[src/rtl/output_line_step_sequencer.sv]
// -----------------------------------------------------------------------------
// output_line_step_sequencer
//
// Walks a dense/conv layer as output rows x kernel steps x channel steps
// (channel step innermost) and issues one command per step over a
// valid/ready interface. Each command carries the AXI write address of the
// output line it belongs to. Output lines rotate through NUM_OUTPUT_LINES
// line buffers, and a row may only begin once a line credit is available.
//
// Optional feature macro: OUTPUT_SEQ_STRIDED_EN
//   defined   -> cfg_strided_i selects stride-2 row stepping
//   undefined -> cfg_strided_i is ignored (rows always step by 1)
//
// Ports:
//   clk_i               clock, rising edge
//   resetn_i            asynchronous active-low reset
//   start_i             one-cycle layer start, honoured only while idle
//   cfg_rows_i          number of input/output rows
//   cfg_kernel_steps_i  kernel steps per row
//   cfg_channel_steps_i channel steps per kernel step
//   cfg_kstep_bytes_i   address increment per kernel step
//   cfg_strided_i       stride-2 row mode
//   line_release_i      consumer returns one output-line credit
//   cmd_valid_o         command valid
//   cmd_ready_i         downstream accepts the command
//   cmd_row_o           input row index of the command
//   cmd_kernel_step_o   kernel step of the command
//   cmd_channel_step_o  channel step of the command
//   cmd_out_addr_o      output-line write address
//   cmd_last_channel_o  last channel step (writeback step)
//   cmd_last_o          final command of the layer
//   busy_o              sequencer not idle
//   done_o              one-cycle completion pulse
//   credit_err_o        sticky: a credit was returned while credits were full
// -----------------------------------------------------------------------------
module output_line_step_sequencer #(
    parameter int ADDR_W             = 32,
    parameter int STEP_W             = 16,
    parameter int ROW_W              = 12,
    parameter int NUM_OUTPUT_LINES   = 3,
    parameter int OUTPUT_LINE_BASE   = 6144,
    parameter int OUTPUT_LINE_STRIDE = 2048
) (
    input  logic              clk_i,
    input  logic              resetn_i,
    input  logic              start_i,
    input  logic [ROW_W-1:0]  cfg_rows_i,
    input  logic [STEP_W-1:0] cfg_kernel_steps_i,
    input  logic [STEP_W-1:0] cfg_channel_steps_i,
    input  logic [ADDR_W-1:0] cfg_kstep_bytes_i,
    input  logic              cfg_strided_i,
    input  logic              line_release_i,
    output logic              cmd_valid_o,
    input  logic              cmd_ready_i,
    output logic [ROW_W-1:0]  cmd_row_o,
    output logic [STEP_W-1:0] cmd_kernel_step_o,
    output logic [STEP_W-1:0] cmd_channel_step_o,
    output logic [ADDR_W-1:0] cmd_out_addr_o,
    output logic              cmd_last_channel_o,
    output logic              cmd_last_o,
    output logic              busy_o,
    output logic              done_o,
    output logic              credit_err_o
);

    localparam int CW = $clog2(NUM_OUTPUT_LINES + 1);
    localparam int LW = (NUM_OUTPUT_LINES > 1) ? $clog2(NUM_OUTPUT_LINES) : 1;

    localparam logic [CW-1:0]     CREDIT_FULL = CW'(NUM_OUTPUT_LINES);
    localparam logic [LW-1:0]     LINE_LAST   = LW'(NUM_OUTPUT_LINES - 1);
    localparam logic [ADDR_W-1:0] LINE_BASE   = ADDR_W'(OUTPUT_LINE_BASE);
    localparam logic [ADDR_W-1:0] LINE_STRIDE = ADDR_W'(OUTPUT_LINE_STRIDE);

    typedef enum logic [1:0] {
        S_IDLE      = 2'd0,
        S_WAIT_LINE = 2'd1,
        S_ISSUE     = 2'd2,
        S_DONE      = 2'd3
    } state_e;

    state_e state_q;

    // Registered command outputs
    logic              cmd_valid_q;
    logic [ROW_W-1:0]  cmd_row_q;
    logic [STEP_W-1:0] cmd_kstep_q;
    logic [STEP_W-1:0] cmd_cstep_q;
    logic [ADDR_W-1:0] cmd_addr_q;
    logic              cmd_last_channel_q;
    logic              cmd_last_q;
    logic              busy_q;
    logic              done_q;

    // Configuration latched on an accepted start
    logic [ROW_W-1:0]  rows_q;
    logic [STEP_W-1:0] ksteps_q;
    logic [STEP_W-1:0] csteps_q;
    logic [ADDR_W-1:0] kstep_bytes_q;

    // Row / line walk
    logic [ROW_W-1:0]  row_q;
    logic [LW-1:0]     line_q;
    logic [ADDR_W-1:0] line_addr_q;

    // Credits
    logic [CW-1:0]     credit_q;
    logic [CW-1:0]     credit_d;
    logic              credit_err_q;
    logic              credit_err_d;

    // Next-command and walk helpers
    logic              stride_two;
    logic              start_accept;
    logic              cfg_zero;
    logic              handshake;
    logic              credit_take;
    logic              chan_last;
    logic              kstep_last;
    logic              row_last;
    logic [ROW_W:0]    row_step;
    logic [ROW_W:0]    row_adv_wide;
    logic [ROW_W-1:0]  row_d;
    logic              line_wrap;
    logic [LW-1:0]     line_d;
    logic [ADDR_W-1:0] line_addr_d;
    logic [STEP_W-1:0] cmd_cstep_d;
    logic [STEP_W-1:0] cmd_kstep_d;
    logic [ADDR_W-1:0] cmd_addr_d;
    logic              cmd_last_channel_d;
    logic              cmd_last_d;

    // -------------------------------------------------------------------------
    // Stride selection
    // -------------------------------------------------------------------------
`ifdef OUTPUT_SEQ_STRIDED_EN
    logic strided_q;

    always_ff @(posedge clk_i or negedge resetn_i) begin
        if (!resetn_i) begin
            strided_q <= 1'b0;
        end else if (start_accept) begin
            strided_q <= cfg_strided_i;
        end
    end

    assign stride_two = strided_q;
`else
    logic unused_cfg_strided;
    assign unused_cfg_strided = cfg_strided_i;
    assign stride_two         = 1'b0;
`endif

    // -------------------------------------------------------------------------
    // Combinational helpers
    // -------------------------------------------------------------------------
    assign start_accept = (state_q == S_IDLE) && start_i;
    assign cfg_zero     = (cfg_rows_i == '0) || (cfg_kernel_steps_i == '0) ||
                          (cfg_channel_steps_i == '0);
    assign handshake    = cmd_valid_q && cmd_ready_i;
    assign credit_take  = (state_q == S_WAIT_LINE) && (credit_q != '0);

    assign chan_last  = (cmd_cstep_q == (csteps_q - STEP_W'(1)));
    assign kstep_last = (cmd_kstep_q == (ksteps_q - STEP_W'(1)));

    // Row arithmetic is one bit wider so a +2 step near the top of the
    // row range cannot wrap and be mistaken for a non-final row.
    assign row_step     = stride_two ? (ROW_W + 1)'(2) : (ROW_W + 1)'(1);
    assign row_adv_wide = {1'b0, row_q} + row_step;
    assign row_last     = (row_adv_wide >= {1'b0, rows_q});
    assign row_d        = row_adv_wide[ROW_W-1:0];

    assign line_wrap   = (line_q == LINE_LAST);
    assign line_d      = line_wrap ? '0 : (line_q + LW'(1));
    assign line_addr_d = line_wrap ? LINE_BASE : (line_addr_q + LINE_STRIDE);

    // Fields of the command that gets loaded next: the first step of the
    // current row when leaving WAIT_LINE, otherwise the successor of the
    // command currently presented. The kernel-step address is accumulated
    // rather than multiplied.
    always_comb begin
        cmd_cstep_d = '0;
        cmd_kstep_d = '0;
        cmd_addr_d  = line_addr_q;
        if (state_q == S_ISSUE) begin
            if (!chan_last) begin
                cmd_cstep_d = cmd_cstep_q + STEP_W'(1);
                cmd_kstep_d = cmd_kstep_q;
                cmd_addr_d  = cmd_addr_q;
            end else begin
                cmd_cstep_d = '0;
                cmd_kstep_d = cmd_kstep_q + STEP_W'(1);
                cmd_addr_d  = cmd_addr_q + kstep_bytes_q;
            end
        end
        cmd_last_channel_d = (cmd_cstep_d == (csteps_q - STEP_W'(1)));
        cmd_last_d         = cmd_last_channel_d &&
                             (cmd_kstep_d == (ksteps_q - STEP_W'(1))) &&
                             row_last;
    end

    // Credit bookkeeping: a take and a release in the same cycle cancel out;
    // a lone release while full is flagged instead of overflowing.
    always_comb begin
        credit_d     = credit_q;
        credit_err_d = credit_err_q;
        if (credit_take && !line_release_i) begin
            credit_d = credit_q - CW'(1);
        end else if (!credit_take && line_release_i) begin
            if (credit_q == CREDIT_FULL) begin
                credit_err_d = 1'b1;
            end else begin
                credit_d = credit_q + CW'(1);
            end
        end
    end

    always_ff @(posedge clk_i or negedge resetn_i) begin
        if (!resetn_i) begin
            credit_q     <= CREDIT_FULL;
            credit_err_q <= 1'b0;
        end else begin
            credit_q     <= credit_d;
            credit_err_q <= credit_err_d;
        end
    end

    // -------------------------------------------------------------------------
    // Sequencer FSM with registered outputs
    // -------------------------------------------------------------------------
    always_ff @(posedge clk_i or negedge resetn_i) begin
        if (!resetn_i) begin
            state_q            <= S_IDLE;
            cmd_valid_q        <= 1'b0;
            cmd_row_q          <= '0;
            cmd_kstep_q        <= '0;
            cmd_cstep_q        <= '0;
            cmd_addr_q         <= '0;
            cmd_last_channel_q <= 1'b0;
            cmd_last_q         <= 1'b0;
            busy_q             <= 1'b0;
            done_q             <= 1'b0;
            rows_q             <= '0;
            ksteps_q           <= '0;
            csteps_q           <= '0;
            kstep_bytes_q      <= '0;
            row_q              <= '0;
            line_q             <= '0;
            line_addr_q        <= '0;
        end else begin
            done_q <= 1'b0;
            case (state_q)
                S_IDLE: begin
                    if (start_i) begin
                        rows_q        <= cfg_rows_i;
                        ksteps_q      <= cfg_kernel_steps_i;
                        csteps_q      <= cfg_channel_steps_i;
                        kstep_bytes_q <= cfg_kstep_bytes_i;
                        row_q         <= '0;
                        line_q        <= '0;
                        line_addr_q   <= LINE_BASE;
                        busy_q        <= 1'b1;
                        if (cfg_zero) begin
                            state_q <= S_DONE;
                            done_q  <= 1'b1;
                        end else begin
                            state_q <= S_WAIT_LINE;
                        end
                    end
                end

                S_WAIT_LINE: begin
                    if (credit_take) begin
                        state_q            <= S_ISSUE;
                        cmd_valid_q        <= 1'b1;
                        cmd_row_q          <= row_q;
                        cmd_kstep_q        <= cmd_kstep_d;
                        cmd_cstep_q        <= cmd_cstep_d;
                        cmd_addr_q         <= cmd_addr_d;
                        cmd_last_channel_q <= cmd_last_channel_d;
                        cmd_last_q         <= cmd_last_d;
                    end
                end

                S_ISSUE: begin
                    if (handshake) begin
                        if (!(chan_last && kstep_last)) begin
                            cmd_kstep_q        <= cmd_kstep_d;
                            cmd_cstep_q        <= cmd_cstep_d;
                            cmd_addr_q         <= cmd_addr_d;
                            cmd_last_channel_q <= cmd_last_channel_d;
                            cmd_last_q         <= cmd_last_d;
                        end else begin
                            // Row finished: drop valid and clear the flags so
                            // they never linger outside a valid command.
                            cmd_valid_q        <= 1'b0;
                            cmd_last_channel_q <= 1'b0;
                            cmd_last_q         <= 1'b0;
                            if (row_last) begin
                                state_q <= S_DONE;
                                done_q  <= 1'b1;
                            end else begin
                                state_q     <= S_WAIT_LINE;
                                row_q       <= row_d;
                                line_q      <= line_d;
                                line_addr_q <= line_addr_d;
                            end
                        end
                    end
                end

                S_DONE: begin
                    state_q <= S_IDLE;
                    busy_q  <= 1'b0;
                end

                default: begin
                    state_q <= S_IDLE;
                end
            endcase
        end
    end

    assign cmd_valid_o        = cmd_valid_q;
    assign cmd_row_o          = cmd_row_q;
    assign cmd_kernel_step_o  = cmd_kstep_q;
    assign cmd_channel_step_o = cmd_cstep_q;
    assign cmd_out_addr_o     = cmd_addr_q;
    assign cmd_last_channel_o = cmd_last_channel_q;
    assign cmd_last_o         = cmd_last_q;
    assign busy_o             = busy_q;
    assign done_o             = done_q;
    assign credit_err_o       = credit_err_q;

endmodule

[config.mk]
export PLATFORM = sky130hd
export DESIGN_NAME = output_line_step_sequencer
export DESIGN_NICKNAME = d
export VERILOG_FILES = /design/src/rtl/output_line_step_sequencer.sv
export SDC_FILE = /design/constraint.sdc
export NUM_CORES = 1
export LEC_CHECK = 0
export ABC_AREA = 1
export BUFFER_PORTS_ARGS = -buffer_cell sky130_fd_sc_hd__buf_2
export CAP_MARGIN = 20
export CORE_ASPECT_RATIO = 0.8
export CORE_MARGIN = 2
export CORE_UTILIZATION = 45
export DETAILED_ROUTE_END_ITERATION = 10
export RECOVER_POWER = 100
export SLEW_MARGIN = 20
export SYNTH_ARGS = -nofsm -noshare
export SYNTH_HDL_FRONTEND = slang
export SYNTH_SLANG_ARGS = --single-unit
[constraint.sdc]
create_clock -name clk_i -period 4.4 [get_ports clk_i]
set_input_delay 0 -clock clk_i [delete_from_list [all_inputs] [get_ports clk_i]]
set_output_delay 0 -clock clk_i [all_outputs]
set_load 0.05 [all_outputs]
== Word-level counts from Yosys, hierarchy flattened ==
Index checks and enable logic that the tools add are counted.

* Bits in registers: 208
* Input port bits: 82
* Output and inout port bits: 82
* Logic and storage cells: 142

* $add $sub $neg: 10
* Order comparisons: 1
* Eq/ne operators: 16
* Muxes and demuxes: 65
* Bitwise operators: 1
* Reductions and logical operators: 30

{| class="wikitable"
|+ Operators with widths
! cell !! count
|-
| $mux W32 || 10
|-
| $mux W16 || 10
|-
| $pmux W32 S2 || 2
|-
| $eq A16 B16 Y1 || 4
|-
| $pmux W16 S2 || 2
|-
| $mux W12 || 4
|-
| $add A16 B1 Y16 const B || 2
|-
| $add A32 B12 Y32 const B || 1
|-
| $add A32 B32 Y32 || 1
|-
| $logic_not A16 Y1 || 2
|-
| $sub A16 B1 Y16 const B || 2
|-
| $mux W2 || 14
|-
| $pmux W12 S2 || 1
|-
| $mux W1 || 15
|-
| $add A12 B1 Y13 const B || 1
|-
| $ge A13 B12 Y1 || 1
|-
| $logic_not A12 Y1 || 1
|-
| $ne A2 B2 Y1 const B || 6
|-
| $reduce_and A4 Y1 || 3
|-
| $pmux W1 S2 || 5
|-
| $reduce_bool A2 Y1 || 5
|-
| $eq A2 B2 Y1 const B || 4
|-
| $pmux W2 S4 || 1
|-
| $reduce_and A2 Y1 || 4
|-
| 12 further kinds || 22
|}

== Longest topological paths before layout ==
* Depth after elaboration: 10
* Depth in mapped cells: 23
* Depth with buffers taken out: 22

== Worst setup path before layout ==
Ideal clock, no wire load.

* Path type: flip-flop to flip-flop
* Start: register cmd_addr_q[0] (netlist: cmd_out_addr_o[0])
* End: register cmd_addr_q[24] (netlist: cmd_out_addr_o[24])
* Library setup time: 0.123 ns
* Data arrival time: 2.830 ns
* Required time: 4.277 ns
* Path slack: 1.447 ns
* Cell stages (with the launch flop): 18
* Buffers on the path: 0
* Clock period less this slack: 2.953 ns
* Path through: dfrtp_1 -> ha_1 -> inv_1 -> fa_1 -> inv_1 -> nand3_1 -> nand2_1 -> inv_1 -> nor2_1 -> nor2_1 -> o21ai_0 -> a21boi_0 -> o21bai_1 -> nand2_1 -> o21ai_0 -> xor2_1 -> o21ai_0 -> nand2_1

* Longest elaborated chain between the ends: 6
* Elaborated cells on any way between the ends: 7
* Those cells by class: 1 x add/sub; 6 x mux

{| class="wikitable"
|+ Ends and longest elaborated chain
! element !! RTL line !! source
|-
| start: declaration || 88 || <nowiki>logic [ADDR_W-1:0] cmd_addr_q;</nowiki>
|-
| start signal: assignment || 278 || <nowiki>cmd_addr_q <= cmd_addr_d;</nowiki>
|-
| start signal: assignment || 289 || <nowiki>cmd_addr_q <= cmd_addr_d;</nowiki>
|-
| $add A32 B32 Y32 (*) || 192 || <nowiki>cmd_addr_d = cmd_addr_q + kstep_bytes_q;</nowiki>
|-
| $mux W32 (*) || 185 || <nowiki>if (!chan_last) begin</nowiki>
|-
| $mux W32 (*) || 184 || <nowiki>if (state_q == S_ISSUE) begin</nowiki>
|-
| $mux W32 || 286 || <nowiki>if (!(chan_last && kstep_last)) begin</nowiki>
|-
| $mux W32 || 285 || <nowiki>if (handshake) begin</nowiki>
|-
| $pmux W32 S2 (*) || 251 || <nowiki>case (state_q)</nowiki>
|}

Mark *: on every way between the ends. The rest lies on a longest branch, timed or not. The select of a mux whose other input is x is not followed.
A chain may end at the register's enable or synchronous reset.

== Worst setup path after layout ==
* Start: register csteps_q[0]
* End: register cmd_addr_q[28] (netlist: cmd_out_addr_o[28])

* Longest elaborated chain between the ends: 7
* Elaborated cells on any way between the ends: 11
* Those cells by class: 1 x add/sub; 2 x eq/ne; 6 x mux; 2 x reduce/logical

{| class="wikitable"
|+ Ends and longest elaborated chain
! element !! RTL line !! source
|-
| start: declaration || 97 || <nowiki>logic [STEP_W-1:0] csteps_q;</nowiki>
|-
| start signal: assignment || 256 || <nowiki>csteps_q <= cfg_channel_steps_i;</nowiki>
|-
| $sub A16 B1 Y16 (*) || 162 || <nowiki>assign chan_last = (cmd_cstep_q == (csteps_q - STEP_W'(1)));</nowiki>
|-
| $eq A16 B16 Y1 (*) || 162 ||
|-
| $mux W32 || 185 ||
|-
| $mux W32 || 184 ||
|-
| $mux W32 || 286 ||
|-
| $mux W32 || 285 ||
|-
| $pmux W32 S2 || 251 ||
|}

Marked as above.

==> impl_metrics.yaml <==
finish:
  layout.nets: 2183
  multiInputGateArea_sq_um: 7310
  area_growth_pct: 17.8
  drive_above_1_share: 0.0927
  finish.utilization: 0.538
  fill_cells: 2886
  stdcell_area_sq_um: 15700
  seq_area_sq_um: 4930
yosys:
  yosys_register_bits: 197
  yosysSeqAreaShare: 0.370
  synth_top_family_by_area: "simple AND/OR/NAND/NOR gates"
  netlist.top_cell.by_area: "dfrtp_1"
  syn_area_sq_um: 13300
  synthTopCellsByArea: "dfrtp_1, nand2_1, inv_1"
  synthMuxAreaShare: 0.0287
  synthFlopType: "dfrtp_1"
  synth_xor_area_frac: 0.0447
  yosys.area_share.simple: 0.297
  async_flop_share: 1.00
  synth_warnings: 0
  post_synth_num_cell_types: 53
  synthAdderAreaFrac: 0.0493
  synth.most_common_cell: "nand2_1"
  synth_nets: 1966
  synth-edff-count: 0
  synth_top_area_share: 0.366
  ys_top_cells_by_count: "nand2_1, inv_1, dfrtp_1, o21ai_0, nor2_1"
  syn_inst: 1832
  synth_compound_area_frac: 0.129
  syn_avg_cell_area_sq_um: 7.28
floorplanning:
  start_util: 0.457
  core_area_sq_um: 29200
  dieHeight_um: 158
  die_area_sq_um: 31100
  rows: 56
  die_w_um: 197
  pin_count: 164
route:
  viasPerCell: 5.37
  vias: 13100
  wire_per_inst_um: 16.2
  ant_nets: 0
  wl_mm: 39.5
  drt-pass1-iter-count: 5
  drc: 0
  drtIter0Drc: 937
timing:
  hold_viol: 0
  rsz0062_at_grt: "no"
  relSlewSlack: -0.612
  worst_pin_slew_ns: 2.42
  clock.fmax_ghz: 0.257
  fin_tns_setup_ns: 0
  setup_violations: 0
  period_share: 0.884
  maxSlewViolCount: 147
  min_period_ns: 3.89
  clock_skew_ns: 0.0204
power_and_ir_drop:
  power.density_nw_per_um2: 641
  peakVddDrop_v: 0.000356
  p_leak_nw: 7.48
clock_network:
  insertion_delay_ns: 0.46
  cts_resized: 0
  postCtsHoldBufs: 81
  postCtsSetupBuffers: 0
  cts_root_buf: "clkbuf_16"
  cts_tree: "built"
  path_clk_slew_ns: 0.07
  cts_buffer_depth: 2
  cts_max_level: 4
  cts_inserted_buffers: 17
  clkSinkCount: 197
place:
  portBuffers: 162
  place_area_sq_um: 14500
  hpwl_mm: 29.1
  gp_congestion: 0.911
grt:
  antenna_found_initial: 1
  grt_usage: 0.256
  grt_pass1_wl_mm: 63.0
  grt_overflow: 0
  grt_start_max_net_pins: 107
  grt_pass1_vias: 12100
worst_hold_path:
  hold_depth: 3
  hold_path_class: "input pin to flip-flop"
  hold_start: "cfg_kstep_bytes_i[27]"
  min_to: "kstep_bytes_q[27]$_DFFE_PN0P_"
run_status:
  status: "finished, violations left"
  violations: "capacitance limit, slew limit"
critical_path:
  worstSetupPathType: "flip-flop to flip-flop"
  path_cells: "inv_1, ha_1, nand2_4, nor2_4, nand2_1, nand2_1, nand3_1, nand2_1, nand2_1, nor2_4, nand3_4, nand2_2, inv_1, nor2_1, clkbuf_2, o21ai_0, o21ai_0"
  start_kind: "flip-flop"
  cp_common_cell: "nand2_1"
  r2r_setup_slack_ns: 0.51
  cp.required_ns: 4.77
  crit_family: "simple AND/OR/NAND/NOR gates"
  cp-end-kind: "flip-flop"
  slowest_delay_ns: 0.44
  crit_start: "csteps_q[0]$_DFFE_PN0P_"
  cp_max_fo: 19
  r2r_end: "cmd_out_addr_o[28]$_DFFE_PN0P_"
  arrival_ns: 4.26
  worst-path-buf-inv: 3
  slowest_stage: "clkbuf_2"
  cp.depth: 17
  r2r_cells: 17
  r2r-start: "csteps_q[0]$_DFFE_PN0P_"
job:
  maxCapViolCount: 2
## cells by family (layout without fill, tap and decap cells)
group,after synthesis,count (layout)
compound gates,315,315
other cells,0,1
mux,34,34
xor+xnor,65,65
simple gates,892,892
fa+ha+maj,52,52
buf+inv,277,506
flops,197,197
## registers in the layout, indices dropped and copies added, names as in the netlist, 2 cells and up
register            cells
csteps_q               16
rows_q                 12
cmd_row_o              12
ksteps_q               16
state_q                 2
row_q                  12
line_q                  2
kstep_bytes_q          32
credit_q                2
cmd_kernel_step_o      16
cmd_out_addr_o         32
cmd_channel_step_o     16
line_addr_q            21
## power breakdown
group,internal [mW],switching (mW)
sequential,2.42,0.544
clock,0.846,0.765
combinational,1.73,3.78
## worst register-to-register path, cell delays in order (launching register included)
cell,delay [ns]
dfrtp_1,0.39
inv_1,0.23
ha_1,0.35
nand2_4,0.13
nor2_4,0.17
nand2_1,0.09
nand2_1,0.08
nand3_1,0.07
nand2_1,0.10
nand2_1,0.09
nor2_4,0.41
nand3_4,0.17
nand2_2,0.21
inv_1,0.19
nor2_1,0.25
clkbuf_2,0.44
o21ai_0,0.25
o21ai_0,0.22
## cells in the final DEF, fill, tap and decap left out, types with 6 or more instances in the layout
| master | instances |
|---|---|
| a21oi_1 | 103 |
| buf_2 | 79 |
| buf_4 | 8 |
| clkbuf_1 | 83 |
| clkbuf_16 | 17 |
| dfrtp_1 | 195 |
| dlygate4sd3_1 | 81 |
| ha_1 | 51 |
| inv_1 | 214 |
| mux2_2 | 34 |
| nand2_1 | 450 |
| nand3_1 | 146 |
| nand4_1 | 70 |
| nor2_1 | 151 |
| nor2_4 | 9 |
| nor3_1 | 26 |
| nor4_1 | 16 |
| o211ai_1 | 6 |
| o21ai_0 | 155 |
| o21bai_1 | 6 |
| o31ai_1 | 14 |
| xnor2_1 | 10 |
| xor2_1 | 53 |
## how the worst max path moves through the flow
| stage | end | slack [ns] |
|---|---|---|
| 3_3_place_gp | cmd_last_o$_DFFE_PN0P_ | 0.65 |
| 3_5_place_dp | line_addr_q[17]$_DFFE_PN0P_ | 0.60 |
| 6_report | cmd_out_addr_o[28]$_DFFE_PN0P_ | 0.51 |
| 4_1_cts | line_addr_q[17]$_DFFE_PN0P_ | 0.58 |
| 2_1_floorplan | cmd_out_addr_o[24]$_DFFE_PN0P_ | 1.45 |
| 5_1_grt | line_addr_q[17]$_DFFE_PN0P_ | 0.08 |
## layer usage
layer,up-vias,track usage,part of all wire
met4,0,0.0527,0.010
met3,33,0.0530,0.073
met1,6119,0.382,0.50
li1,6535,-,-
met5,-,0,0
met2,405,0.382,0.42
## metrics by stage
step | hold WS, ns | power [mW] | cells | setup slack [ns]
global placement | 0.119 | 8.34 | 2326 | 0.648
finish | 0.317 | 10.1 | 2439 | 0.509
detailed placement | 0.117 | 8.45 | 2326 | 0.598
CTS | 0.190 | 10.1 | 2438 | 0.579
floorplan | -0.296 | 7.03 | 1832 | 1.45
global route | 0.309 | 11.0 | 2438 | 0.0822
## layout make-up
class | instances | area share
Timing Repair Buffer | 255 | 0.102
Sequential cell | 197 | 0.314
Antenna cell | 1 | 0.000159
Clock buffer | 18 | 0.0273
Multi-Input combinational cell | 1358 | 0.465
Tap cell | 377 | 0.0300
Clock inverter | 13 | 0.00947
Inverter | 220 | 0.0525
No activity file was read; power rests on OpenSTA's default activity.
